### config.mk
export PLATFORM = sky130hd
export DESIGN_NAME = pwm8_compare_flat
export DESIGN_NICKNAME = d
export VERILOG_FILES = /design/src/rtl/pwm8_compare_if.sv /design/src/rtl/pwm8_compare.sv /design/src/flat_wrapper.sv
export SDC_FILE = /design/constraint.sdc
export NUM_CORES = 1
export LEC_CHECK = 0
export BUFFER_PORTS_ARGS = -buffer_cell sky130_fd_sc_hd__buf_2
export CAP_MARGIN = 20
export CORE_ASPECT_RATIO = 2
export CORE_MARGIN = 2
export CORE_UTILIZATION = 55
export DETAILED_ROUTE_END_ITERATION = 8
export PLACE_DENSITY_LB_ADDON = 0.08
export SYNTH_ARGS = -nofsm -noshare
export SYNTH_HDL_FRONTEND = slang
export SYNTH_SLANG_ARGS = --single-unit
export TNS_END_PERCENT = 20
### constraint.sdc
create_clock -name CLK -period 3.75 [get_ports CLK]
set_input_delay 0.9375 -clock CLK [delete_from_list [all_inputs] [get_ports CLK]]
set_output_delay 0.9375 -clock CLK [all_outputs]
set_load 0.005 [all_outputs]
### src/rtl/pwm8_compare_if.sv
`default_nettype none
// ============================================================================
// Module      : pwm8_compare_if
// Description : Bus bundle between the counter/host side and the PWM compare
//               block: counter value, wrap pulse, duty programming, interrupt
//               acknowledge, plus the PWM status outputs.
// Revision    : 1.0 - initial release
// ============================================================================
interface pwm8_compare_if #(
  parameter int WIDTH  = 8,
  parameter int PWIDTH = 8
);
  logic [WIDTH-1:0]  CNT;
  logic              WRAP;
  logic              EN;
  logic [WIDTH-1:0]  DUTY;
  logic              DUTY_WE;
  logic              IRQ_ACK;
  logic              PWM;
  logic [WIDTH-1:0]  DUTY_ACTIVE;
  logic [PWIDTH-1:0] PERIODS;
  logic              IRQ;

  // Host / counter side: drives the counter and control inputs.
  modport master (
    output CNT, WRAP, EN, DUTY, DUTY_WE, IRQ_ACK,
    input  PWM, DUTY_ACTIVE, PERIODS, IRQ
  );

  // PWM compare block side.
  modport slave (
    input  CNT, WRAP, EN, DUTY, DUTY_WE, IRQ_ACK,
    output PWM, DUTY_ACTIVE, PERIODS, IRQ
  );
endinterface
`default_nettype wire

### src/rtl/pwm8_compare.sv
`default_nettype none
// ============================================================================
// Module      : pwm8_compare
// Description : Period-aligned PWM generator fed by a free-running counter
//               and its wrap pulse. Duty is double-buffered and only swapped
//               on a wrap edge, so the output never glitches mid-period.
//               Also counts completed periods and raises a sticky interrupt.
// Revision    : 1.0 - initial release
// ============================================================================
module pwm8_compare #(
  parameter int WIDTH  = 8,
  parameter int PWIDTH = 8
) (
  input  logic          CLK,
  input  logic          ASYNCRESET,
  pwm8_compare_if.slave bus
);

  typedef enum logic [1:0] {
    ST_IDLE  = 2'd0,
    ST_ARMED = 2'd1,
    ST_RUN   = 2'd2
  } state_t;

  state_t              state_q, state_d;
  logic [WIDTH-1:0]    pending_q, pending_d;
  logic                pending_valid_q, pending_valid_d;
  logic [WIDTH-1:0]    duty_active_q, duty_active_d;
  logic                pwm_q, pwm_d;
  logic [PWIDTH-1:0]   periods_q, periods_d;
  logic                irq_q, irq_d;
  logic                period_evt;

  // Next-state, duty buffering, PWM compare, period count and interrupt.
  always_comb begin
    state_d         = state_q;
    pending_d       = pending_q;
    pending_valid_d = pending_valid_q;
    duty_active_d   = duty_active_q;
    periods_d       = periods_q;
    irq_d           = irq_q;

    // A completed period only counts while the generator is enabled and armed/running.
    period_evt = bus.WRAP && bus.EN && (state_q == ST_ARMED || state_q == ST_RUN);

    // EN low always wins over a wrap.
    case (state_q)
      ST_IDLE: begin
        if (bus.EN) begin
          state_d   = ST_ARMED;
          periods_d = '0;
        end
      end
      ST_ARMED: begin
        if (!bus.EN)       state_d = ST_IDLE;
        else if (bus.WRAP) state_d = ST_RUN;
      end
      ST_RUN: begin
        if (!bus.EN) state_d = ST_IDLE;
      end
      default: state_d = ST_IDLE;
    endcase

    // Wrap consumes the pre-edge pending value; a write in the same cycle
    // lands in the buffer afterwards and stays valid for the next wrap.
    if (bus.WRAP && pending_valid_q) begin
      duty_active_d   = pending_q;
      pending_valid_d = 1'b0;
    end
    if (bus.DUTY_WE) begin
      pending_d       = bus.DUTY;
      pending_valid_d = 1'b1;
    end

    if (period_evt) begin
      periods_d = periods_q + PWIDTH'(1);
    end

    // Set has priority over acknowledge.
    if (period_evt)       irq_d = 1'b1;
    else if (bus.IRQ_ACK) irq_d = 1'b0;

    pwm_d = (state_q == ST_RUN) && bus.EN && (bus.CNT < duty_active_q);
  end

  // State and output registers with asynchronous clear.
  always_ff @(posedge CLK or posedge ASYNCRESET) begin
    if (ASYNCRESET) begin
      state_q         <= ST_IDLE;
      pending_q       <= '0;
      pending_valid_q <= 1'b0;
      duty_active_q   <= '0;
      pwm_q           <= 1'b0;
      periods_q       <= '0;
      irq_q           <= 1'b0;
    end else begin
      state_q         <= state_d;
      pending_q       <= pending_d;
      pending_valid_q <= pending_valid_d;
      duty_active_q   <= duty_active_d;
      pwm_q           <= pwm_d;
      periods_q       <= periods_d;
      irq_q           <= irq_d;
    end
  end

  assign bus.PWM         = pwm_q;
  assign bus.DUTY_ACTIVE = duty_active_q;
  assign bus.PERIODS     = periods_q;
  assign bus.IRQ         = irq_q;

endmodule
`default_nettype wire

### src/flat_wrapper.sv
// flat-port wrapper written by rule: the top's interface ports become plain ports
module pwm8_compare_flat 
#(
  parameter int WIDTH  = 8,
  parameter int PWIDTH = 8
)
  (CLK, ASYNCRESET, bus_CNT, bus_WRAP, bus_EN, bus_DUTY, bus_DUTY_WE, bus_IRQ_ACK, bus_PWM, bus_DUTY_ACTIVE, bus_PERIODS, bus_IRQ);
  pwm8_compare_if #(.WIDTH(WIDTH), .PWIDTH(PWIDTH)) bus_i ();
  input  logic CLK;
  input  logic ASYNCRESET;
  input wire logic [$bits(bus_i.CNT)-1:0] bus_CNT;
  input wire logic [$bits(bus_i.WRAP)-1:0] bus_WRAP;
  input wire logic [$bits(bus_i.EN)-1:0] bus_EN;
  input wire logic [$bits(bus_i.DUTY)-1:0] bus_DUTY;
  input wire logic [$bits(bus_i.DUTY_WE)-1:0] bus_DUTY_WE;
  input wire logic [$bits(bus_i.IRQ_ACK)-1:0] bus_IRQ_ACK;
  output wire logic [$bits(bus_i.PWM)-1:0] bus_PWM;
  output wire logic [$bits(bus_i.DUTY_ACTIVE)-1:0] bus_DUTY_ACTIVE;
  output wire logic [$bits(bus_i.PERIODS)-1:0] bus_PERIODS;
  output wire logic [$bits(bus_i.IRQ)-1:0] bus_IRQ;
  assign bus_i.CNT = bus_CNT;
  assign bus_i.WRAP = bus_WRAP;
  assign bus_i.EN = bus_EN;
  assign bus_i.DUTY = bus_DUTY;
  assign bus_i.DUTY_WE = bus_DUTY_WE;
  assign bus_i.IRQ_ACK = bus_IRQ_ACK;
  assign bus_PWM = bus_i.PWM;
  assign bus_DUTY_ACTIVE = bus_i.DUTY_ACTIVE;
  assign bus_PERIODS = bus_i.PERIODS;
  assign bus_IRQ = bus_i.IRQ;
  pwm8_compare #(.WIDTH(WIDTH), .PWIDTH(PWIDTH)) u_core (.CLK(CLK), .ASYNCRESET(ASYNCRESET), .bus(bus_i));
endmodule
After elaboration in Yosys (flattened, before gate mapping)
Cells that the tools add are included.
{"block": "word_totals", "reg_bits": 29, "wordCells": 39, "out_inout_bits": 18, "inputBits": 22}
{"block": "op_classes", "magnitude_cmp": 1, "n_addsub": 1, "n_reduce_logical": 13, "n_mux": 12, "eq_ne": 5}
{"op": "8-bit two-way mux", "n": 3}
{"op": "8-bit by 1-bit adder with 8-bit output (second input constant)", "n": 1}
{"op": "8-bit < comparator", "n": 1}
{"op": "2-bit two-way mux", "n": 4}
{"op": "2-bit nonzero test", "n": 4}
{"op": "2-bit case mux with 3 select lines", "n": 1}
{"op": "1-bit logical AND", "n": 5}
{"op": "1-bit two-way mux", "n": 4}
{"op": "2-bit != test (second input constant)", "n": 2}
{"op": "3-bit != test (second input constant)", "n": 1}
{"op": "3-bit AND reduction", "n": 1}
{"op": "2-bit by 1-bit == test with 1-bit output (second input constant)", "n": 1}
{"op": "2-bit == test (second input constant)", "n": 1}
{"op": "2-bit zero test", "n": 1}
{"op": "2-bit AND reduction", "n": 1}
{"op": "1-bit logical OR", "n": 1}

Logic depth before layout (Yosys ltp)
{"block": "logic_depth", "ltp_word": 5, "mapped_depth": 6, "ltp_nobuf": 6}

Worst setup path after synthesis
Ideal clock, no wire load.
{"block": "synth_path", "kind": "in2reg", "startpoint": "input bus_EN", "endpoint": "register u_core.periods_q[7] (netlist: u_core.bus.PERIODS[7])", "arrival_time_ns": 1.641, "path_buffers": 1, "cell_stages": 5, "setup_ns": 0.134, "path_slack_ns": 1.975, "t_required_ns": 3.616, "cell_sequence": "buf_4 nand4_1 nor4b_4 xnor2_1 nor2_1"}
{"block": "synth_between", "elab_chain_cells": 4, "elab_cells_between_ends": 6, "classes_between": "1 x mux; 5 x reduce/logical"}
{"item": "start, declared", "line": "flat_wrapper.sv:13", "source": "input wire logic [$bits(bus_i.EN)-1:0] bus_EN;"}
{"item": "1-bit logical AND (2 in a row)", "line": "pwm8_compare.sv:44", "source": "period_evt = bus.WRAP && bus.EN && (state_q == ST_ARMED || state_q == ST_RUN);"}
{"item": "2-bit nonzero test (no line)"}
{"item": "2-bit AND reduction (no line)"}
{"item": "end signal, assigned", "line": "pwm8_compare.sv:102", "source": "periods_q <= periods_d;"}
{"item": "end, declared", "line": "pwm8_compare.sv:30", "source": "logic [PWIDTH-1:0] periods_q, periods_d;"}
Several ways; a longest one is shown, not always the timed one.
A chain may end at the register's enable or synchronous reset.

Final worst setup path
{"block": "layout_path", "startpoint": "register u_core.periods_q[2] (netlist: u_core.bus.PERIODS[2])", "endpoint": "output bus_PERIODS[2]"}
{"item": "end, declared", "line": "flat_wrapper.sv:19", "source": "output wire logic [$bits(bus_i.PERIODS)-1:0] bus_PERIODS;"}
No word-level cell between the ends.

==> metrics.txt <==
status completed; power density cells between 500 and 600 mW/mm^2; Synth area leader dfrtp_1; Setup TNS 0 ns; vias in the first global route roughly 1200; die area approximately 0.0030 sq mm; register area share after synthesis a little over 50%; GPL Wtd Cong ~0.69; Synth Flop Type dfrtp_1; drt wl/cell 15.4 microns; Hold Path Class reg -> reg; TritonRoute pass-1 iters 4; hold_buf cts 0; Synth Net Count 159; #FFs+latches synth 29; Hold Path Cell Cnt 1; R2R cell count 6; cell leakage power between 0.0009 and 0.001 uW; initial antenna violation count 0; f_max 554 MHz; Slew HR a little over two thirds; DRC violations left 0; post-synth cell types 25; DIE WIDTH roughly 40 microns; Tmin final ~1.8 ns; worst stage delay on the critical path 0.43 ns; post-route ant nets 0; Setup Viol. Count Final 0; diode count 0; via count between 1000 and 1500; crit path max fanout 5; critical path depth in cells 1; Synth Area per Inst 11.3 sq um; crit share post-route 48.2%; First DRT Iteration DRCs 29; worst vdd ir 0.507 mV; crit start category flop; layout cells sized above 1 between 30% and 40%; # rows 26; clock sinks 29; Final WS setup 1.94 ns; via/cell ratio about 5.3; CTS tree yes; critical path required time 2.81 ns; critical path type reg -> out; dpl hpwl 2280 microns; Starting Density 57.0%; clk buf depth 2; H-tree Lvls 2; die height about 76 microns; fin nets between 200 and 250; CTS root buffer clkbuf_8; Reg clk slew, reported paths roughly 0.06 ns; worst skew pair latency 0.28 ns; grt ovf 0; port bufs 39; Cell Area, Synth approximately 0.0014 sq mm; RSZ-0062 raised after global routing false; Final Hold Viols 0; post_cts resized 0; Post-CTS Setup Bufs 0; delay-heaviest family, CP flip-flops; Total Wirelength 3080 microns; area share of the largest cell type after synthesis 50.8%; Place WS 1.77 ns; Synth area leaders dfrtp_1 51%, mux2_2 13%, ha_1 9.6%; Core Region roughly 0.0025 sq mm; Post-synth EDFFs 0; count leader, synth dfrtp_1; crit-path cells buf_2; yosys warns 0; Slew Viols, Final 0; Num CTS Buffers 5; Crit. End Element primary output; buffer and inverter count on the worst path 1; slowest stage cell on the critical path dfrtp_1; I/O Pins 40; Max Cap Viol 0; area added between synthesis and finish 25.4%; Least-Margin Pin Slew between 0.4 and 0.5 ns; Post-synth ARST share 100%; clock skew 0.00595 ns; GRT Overall Usage approximately 24%; top cells by count, synth 29 x dfrtp_1, 16 x mux2_2, 14 x inv_1; largest net degree at the start of global routing 30; first-pass GRT wire length around 5000 microns; Gate Count Post-Synth between 100 and 150; CP arrival approximately 0.87 ns
-- cells in the final DEF, fill, tap and decap left out, drive strengths merged --
master,synthesis,layout
xor2,1,1
nor3,4,4
a211oi,1,1
nand2b,1,1
dfrtp,29,29
a21oi,4,4
inv,14,14
nand3,5,5
ha,11,11
o211ai,2,2
clkbuf,1,7
nor4b,1,1
a21o,3,3
a2111oi,1,1
o21a,1,1
nor4,1,1
nand4,1,1
nand2,9,9
mux2,16,16
buf,1,40
nor2,8,8
o22ai,1,1
xnor2,5,5
o21ai,5,5
bufinv,0,1
-- sequential cells by signal (all words and copies together) (netlist names) --
signal and count:
u_core.bus.PERIODS 8, u_core.state_q 2, u_core.bus.DUTY_ACTIVE 8, u_core.bus.IRQ 1, u_core.pending_q 8, u_core.pending_valid_q 1, u_core.bus.PWM 1
-- routing by layer --
| layer | track usage [%] | part of all wire [%] | up-vias |
|---|---|---|---|
| met3 | 7.29 | 4.8 | 6 |
| met1 | 22.1 | 34 | 511 |
| met4 | 14.5 | 3.2 | 0 |
| met2 | 41.6 | 58 | 28 |
| li1 | - | - | 520 |
| met5 | 0 | 0 | - |
-- stage by stage --
stage	cell area [sq um]	power, uW	instances	util [%]	hold slack (ns)
6_report	1790	1030	200	71.5	0.502
5_1_grt	1790	1090	200	71.5	0.519
2_1_floorplan	1430	596	126	-	0.450
3_5_place_dp	1650	695	191	65.7	0.490
4_1_cts	1760	1040	199	70.4	0.505
3_3_place_gp	1650	679	191	65.7	0.461
-- path summary, 6_finish.rpt --
check	startpoint	endpoint	slack [ns]
min in group asynchronous	ASYNCRESET	u_core.bus.IRQ$_DFFE_PP0P_	0.59
worst max-delay path	u_core.bus.PERIODS[2]$_DFFE_PP0P_	bus_PERIODS[2]	1.94
max in group asynchronous	ASYNCRESET	u_core.state_q[1]$_DFFE_PP0P_	2.73
worst min-delay path	u_core.pending_q[4]$_DFFE_PP0P_	u_core.bus.DUTY_ACTIVE[4]$_DFFE_PP0P_	0.50
worst max register to register	u_core.state_q[1]$_DFFE_PP0P_	u_core.bus.PERIODS[6]$_DFFE_PP0P_	2.12
worst min register to register	u_core.pending_q[4]$_DFFE_PP0P_	u_core.bus.DUTY_ACTIVE[4]$_DFFE_PP0P_	0.50
-- report_power, final --
group / switching [uW] / internal [uW] / total (uW)
Sequential: 42.3 / 367 / 409
Clock: 116 / 216 / 332
Combinational: 159 / 127 / 286
-- cell type report --
class,instances,area (sq um)
Multi-Input combinational cell,81,638
Fill cell,186,714
Timing Repair Buffer,40,223
Inverter,14,52.6
Clock inverter,1,30.0
Clock buffer,7,86.3
Sequential cell,29,726
Tap cell,28,35.0
-- cells by family (layout without fill, tap and decap cells) --
family | count (synthesis) | count (layout) | share of synthesized area [%]
buffers and inverters | 16 | 62 | 4.47
adders and majority gates | 11 | 11 | 9.64
AOI/OAI and AO/OA | 18 | 18 | 8.15
DFF | 29 | 29 | 50.8
and+or+nand+nor | 30 | 30 | 10.6
xor gates and xnor gates | 6 | 6 | 3.68
muxes | 16 | 16 | 12.6
Power figures use the tool's default switching activity.
